## src/rtl/instr_fetch_stage.sv

```systemverilog
// -----------------------------------------------------------------------------
// instr_fetch_stage
//
// Fetch stage for the small button-loaded CPU. On start it takes a snapshot of
// the instruction image and the hazard (bubble) image. It then walks a PC over
// the slots and presents each instruction in the IF/ID register, preceded by
// the requested number of bubble cycles. The IF/ID register uses a valid/ready
// handshake towards decode.
//
// Ports:
//   clk            rising-edge clock
//   rst_n          asynchronous active-low reset
//   instrMemBits   instruction image, slot i = bits [8i+7:8i]
//   hazardMemBits  hazard image, byte i bits [1:0] = bubbles before slot i
//   start          single-cycle run request (IDLE / DONE only)
//   flush          synchronous abort back to IDLE, highest priority
//   id_ready       decode accepts the IF/ID register this cycle
//   if_id_valid    IF/ID holds a real instruction
//   if_id_instr    instruction, or NOP_OPCODE when not valid
//   if_id_pc       slot index of if_id_instr
//   busy           FSM in RUN
//   done           FSM in DONE
//
// Build option:
//   FETCH_LOOP_EN  when defined, reaching HALT_OPCODE or the last slot restarts
//                  at slot 0 instead of finishing; done is then always 0.
// -----------------------------------------------------------------------------
module instr_fetch_stage #(
  parameter int         NUM_SLOTS   = 8,
  parameter logic [7:0] HALT_OPCODE = 8'hFF,
  parameter logic [7:0] NOP_OPCODE  = 8'h00,
  localparam int        PC_W        = $clog2(NUM_SLOTS)
) (
  input  logic                   clk,
  input  logic                   rst_n,
  input  logic [NUM_SLOTS*8-1:0] instrMemBits,
  input  logic [NUM_SLOTS*8-1:0] hazardMemBits,
  input  logic                   start,
  input  logic                   flush,
  input  logic                   id_ready,
  output logic                   if_id_valid,
  output logic [7:0]             if_id_instr,
  output logic [PC_W-1:0]        if_id_pc,
  output logic                   busy,
  output logic                   done
);

  typedef enum logic [1:0] {
    ST_IDLE = 2'd0,
    ST_RUN  = 2'd1,
    ST_DONE = 2'd2
  } state_t;

  localparam logic [PC_W-1:0] LAST_PC = PC_W'(NUM_SLOTS - 1);

  state_t                   state_q, state_d;
  logic [PC_W-1:0]          pc_q, pc_d;
  logic [1:0]               cnt_q, cnt_d;
  logic [NUM_SLOTS*8-1:0]   instr_snap_q, instr_snap_d;
  logic [NUM_SLOTS*2-1:0]   haz_snap_q, haz_snap_d;
  logic                     valid_q, valid_d;
  logic [7:0]               instr_q, instr_d;
  logic [PC_W-1:0]          ifpc_q, ifpc_d;

  // Only the low two bits of each hazard byte carry information.
  logic [NUM_SLOTS*2-1:0]   haz_in_w;
  logic [7:0]               slot_w [NUM_SLOTS];
  logic [1:0]               bub_w  [NUM_SLOTS];
  logic                     unused_hazard_w;

  genvar gi;
  generate
    for (gi = 0; gi < NUM_SLOTS; gi++) begin : g_slot
      assign haz_in_w[2*gi +: 2] = hazardMemBits[8*gi +: 2];
      assign slot_w[gi]          = instr_snap_q[8*gi +: 8];
      assign bub_w[gi]           = haz_snap_q[2*gi +: 2];
    end
  endgenerate

  assign unused_hazard_w = ^hazardMemBits;

  logic            advance_w;
  logic [PC_W-1:0] next_idx_w;

  // The IF/ID register may only change when it is empty or being consumed.
  assign advance_w  = !valid_q || id_ready;
  // Slot whose bubbles follow the current one; restarts at 0 after the last.
  assign next_idx_w = (pc_q == LAST_PC) ? '0 : pc_q + PC_W'(1);

  always_comb begin
    state_d      = state_q;
    pc_d         = pc_q;
    cnt_d        = cnt_q;
    instr_snap_d = instr_snap_q;
    haz_snap_d   = haz_snap_q;
    valid_d      = valid_q;
    instr_d      = instr_q;
    ifpc_d       = ifpc_q;

    case (state_q)
      ST_IDLE: begin
        if (start) begin
          instr_snap_d = instrMemBits;
          haz_snap_d   = haz_in_w;
          pc_d         = '0;
          cnt_d        = haz_in_w[1:0];
          state_d      = ST_RUN;
        end
      end

      ST_RUN: begin
        if (advance_w) begin
          if (cnt_q != 2'd0) begin
            valid_d = 1'b0;
            instr_d = NOP_OPCODE;
            cnt_d   = cnt_q - 2'd1;
          end else if (slot_w[pc_q] == HALT_OPCODE) begin
            valid_d = 1'b0;
            instr_d = NOP_OPCODE;
`ifdef FETCH_LOOP_EN
            pc_d    = '0;
            cnt_d   = bub_w[0];
`else
            state_d = ST_DONE;
`endif
          end else begin
            valid_d = 1'b1;
            instr_d = slot_w[pc_q];
            ifpc_d  = pc_q;
            cnt_d   = bub_w[next_idx_w];
            if (pc_q == LAST_PC) begin
`ifdef FETCH_LOOP_EN
              pc_d    = '0;
`else
              state_d = ST_DONE;
`endif
            end else begin
              pc_d = pc_q + PC_W'(1);
            end
          end
        end
      end

      ST_DONE: begin
        // A restart is only taken on an edge where nothing is left pending.
        if (advance_w) begin
          valid_d = 1'b0;
          instr_d = NOP_OPCODE;
          if (start) begin
            instr_snap_d = instrMemBits;
            haz_snap_d   = haz_in_w;
            pc_d         = '0;
            cnt_d        = haz_in_w[1:0];
            state_d      = ST_RUN;
          end
        end
      end

      default: state_d = ST_IDLE;
    endcase

    if (flush) begin
      valid_d = 1'b0;
      instr_d = NOP_OPCODE;
      ifpc_d  = '0;
      pc_d    = '0;
      cnt_d   = 2'd0;
      state_d = ST_IDLE;
    end
  end

  always_ff @(posedge clk or negedge rst_n) begin
    if (!rst_n) begin
      state_q      <= ST_IDLE;
      pc_q         <= '0;
      cnt_q        <= 2'd0;
      instr_snap_q <= '0;
      haz_snap_q   <= '0;
      valid_q      <= 1'b0;
      instr_q      <= 8'h00;
      ifpc_q       <= '0;
    end else begin
      state_q      <= state_d;
      pc_q         <= pc_d;
      cnt_q        <= cnt_d;
      instr_snap_q <= instr_snap_d;
      haz_snap_q   <= haz_snap_d;
      valid_q      <= valid_d;
      instr_q      <= instr_d;
      ifpc_q       <= ifpc_d;
    end
  end

  assign if_id_valid = valid_q;
  assign if_id_instr = instr_q;
  assign if_id_pc    = ifpc_q;
  assign busy        = (state_q == ST_RUN);
`ifdef FETCH_LOOP_EN
  assign done        = 1'b0;
`else
  assign done        = (state_q == ST_DONE);
`endif

endmodule

```

## config.mk

```make
export PLATFORM = sky130hd
export DESIGN_NAME = instr_fetch_stage
export DESIGN_NICKNAME = d
export VERILOG_FILES = /design/src/rtl/instr_fetch_stage.sv
export SDC_FILE = /design/constraint.sdc
export NUM_CORES = 1
export LEC_CHECK = 0
export CAP_MARGIN = 10
export CORE_ASPECT_RATIO = 1.75
export CORE_MARGIN = 4
export CORE_UTILIZATION = 47
export CTS_BUF_LIST = sky130_fd_sc_hd__clkbuf_16
export DETAILED_ROUTE_END_ITERATION = 6
export HOLD_SLACK_MARGIN = 0.03
export PLACE_DENSITY = 0.86
export SLEW_MARGIN = 5
export SYNTH_ARGS = -nofsm -noshare
export SYNTH_HDL_FRONTEND = slang
export SYNTH_SLANG_ARGS = --single-unit
```

## constraint.sdc

```tcl
create_clock -name clk -period 3.23 [get_ports clk]
set_clock_uncertainty 0.1 [all_clocks]
set_input_delay 0.323 -clock clk [delete_from_list [all_inputs] [get_ports clk]]
set_output_delay 0.323 -clock clk [all_outputs]
set_load 0.05 [all_outputs]
```

==> results.cfg <==
[die]
core_region_area_um2 = 9530
die_h_um = 139
fp-row-count = 47
initial_core_util = 0.487
io-pin-count = 147
die_area_um2 = 11600
fp.dieW_um = 83.1

[synthesis]
synth_area_per_cell_um2 = 14.5
synthTopCellsByArea = dfrtp_1 (53%), mux2_2 (19%), mux4_1 (9.1%)
synth_warnings = 0
yosys.area.top_type_share = 0.534
synth_seq_cells = 99
syn_nets = 455
ys_types = 41
synth_top_cell_by_area = dfrtp_1
synth_area_um2 = 4640
synthCells = 320
synth_seq_area_share = 0.534

[global_routing]
track_usage = 0.189
grt_pass1_wl_mm = 17.1
grt_pass1_vias = 3410
antenna_found_initial = 0
grt-ovfl-total = 0
grt_max_degree = 47

[pwr]
p_int_uw = 2410
p_leak_uw = 0.00251
clkPwrFrac = 0.350
p_seq_frac = 0.467
netSwitchingPower_uw = 783
cellPowerDensity_nw_per_um2 = 531
switching_share = 0.245
max-vdd-ir-drop_mv = 0.447
share_comb_of_total_power = 0.183

[setup_path]
reg2reg_depth = 7
setup.worst_path.end_class = flop
critPathMaxFanout = 19
crit_type = flop to flop
crit_required_ps = 3320
slowest_delay_ps = 620
r2r_setup_slack_ps = 410
cp-startpoint = pc_q[1]
timing.rr.start = pc_q[1]
crit_arrival_ps = 2910
crit_end = pc_q[2]
crit_chain = buf_4 > mux4_1 > mux2i_1 > or4_1 > nor2_2 > nor4_1 > o32ai_1
r2r-end = pc_q[2]
critPathLaunchType = flop
slowest_stage = mux4_1

[timing]
finalSetupViolCount = 0
rsz0062_at_grt = no
hold_ws_ps = 397
tightest_slew_ps = 642
setup_tns_ps = 0
hold_viol_final = 0
period_needed_ps = 2820
report.final.slew_viol_count = 0
slew_headroom = 0.572
setup_slack_ps = 414
fmax_mhz = 355
period_share = 0.872

[routing]
first_pass_iters = 4
vias = 3029
drc = 0
antenna_left = 0
via_per_inst = 5.57
wl_per_cell_um = 19.1
drtIter0Drc = 166
wirelength_mm = 10.4

[finish]
nets = 553
nFillCells = 731
layout-drive-gt1-share = 0.263
area_growth_pct = 29.9
seqCellArea_um2 = 2480
multi_input_area_um2 = 1990
layout_commonest_cell = dfrtp_1
diodes = 0
layout_common_cells = dfrtp_1 (99), clkdlybuf4s50_1 (97), mux2_2 (80)

[clocking]
cts_setup_buffers = 0
cts_tree = yes
htree_levels = 3
clock_sinks = 99
clock_latency_ps = 340
numCtsBuffers = 9
clk_pin_slew_ps = 60
clk_path_buf_depth = 2
root_buffer = clkbuf_16
ctsHoldBuffers = 1
cts_resized = 0

[worst_hold_path]
holdCritPathClass = flop to flop

[placed_design]
place_congestion = 0.846
dp_hpwl_mm = 7.72
pre_cts_ws_ps = 392
portBuffers = 98

[run_status]
status = finished clean

[job]
drv_cap = 0
## power by group through the flow
stage                     Clock (µW)  Sequential, µW  Combinational [µW]
final                           1120            1490                 585
after floorplan                    0            1520                 341
after global placement             0            1500                 571
after global routing            1200            1510                 638
after CTS                       1140            1490                 594
after detailed placement           0            1520                 591
## final cells by class
cell class | instances | share of cell area
Timing Repair Buffer | 106 | 0.175
Clock inverter | 6 | 0.0137
Inverter | 12 | 0.00748
Tap cell | 122 | 0.0253
Sequential cell | 99 | 0.411
Multi-Input combinational cell | 190 | 0.330
Clock buffer | 9 | 0.0374
## cells by family (layout without fill, tap and decap cells)
family | Yosys count | after routing | synth area share
AOI/OAI and AO/OA | 41 | 41 | 0.0680
DFF | 99 | 99 | 0.534
buffers and inverters | 31 | 133 | 0.0410
muxes | 107 | 107 | 0.309
and+or+nand+nor | 40 | 40 | 0.0431
adders and majority gates | 2 | 2 | 0.00539
## state kept, by name (all words and copies together), names as in the netlist
| register | count |
|---|---|
| if_id_instr | 8 |
| haz_snap_q | 16 |
| if_id_valid | 1 |
| state_q | 2 |
| if_id_pc | 3 |
| instr_snap_q | 64 |
| pc_q | 3 |
| cnt_q | 2 |
## worst max-delay path, delay by kind of cell, from the launching register on
kind,cells,cell delay [ps]
flops,1,320
compound gates,1,180
buf+inv,1,330
mux,2,910
simple gates,3,820
## per-stage QoR
stage	utilization	std cells	total power [µW]	area (µm²)
3_5_place_dp	0.599	528	2110	5710
6_report	0.633	544	3200	6030
5_1_grt	0.633	544	3350	6030
2_1_floorplan	-	320	1860	4640
3_3_place_gp	0.599	528	2070	5710
4_1_cts	0.633	544	3230	6030
## how the worst min path moves through the flow
stage	slack, ps	depth (start not counted)	to	startpoint
4_1_cts	400	1	instr_snap_q[30]	instr_snap_q[30]
2_1_floorplan	-70	0	cnt_q[0]	rst_n
3_3_place_gp	250	1	instr_snap_q[43]	rst_n
3_5_place_dp	260	1	instr_snap_q[11]	rst_n
6_report	400	1	instr_snap_q[30]	instr_snap_q[30]
5_1_grt	420	1	instr_snap_q[20]	instr_snap_q[20]
## cell usage after synthesis (all sizes together)
cell	instances
nand2	18
a32o	1
nand2b	3
a311oi	2
clkdlybuf4s25	1
or2	2
mux2	80
a2bb2o	3
and3	2
clkbuf	12
and4	1
o221ai	4
nor4	1
nor2b	1
dfrtp	99
a221oi	1
buf	6
or4	2
inv	12
a2bb2oi	1
a22oi	2
nor2	7
nor3	3
o32ai	2
o21ai	12
mux2i	11
mux4	16
o31ai	1
o31a	1
a211o	1
o22ai	1
a311o	1
a21oi	8
ha	2
## per-layer routing
metal  wire (µm)  share of wire  global-route usage  vias up
li1            -              -                   -     1389
met1        3690           0.36               0.197     1534
met5           0              0                   0        -
met2        5990           0.58               0.354       85
met4         325          0.031              0.0930        0
met3         394          0.038              0.0396       21
(Power assumes the default switching activity.)
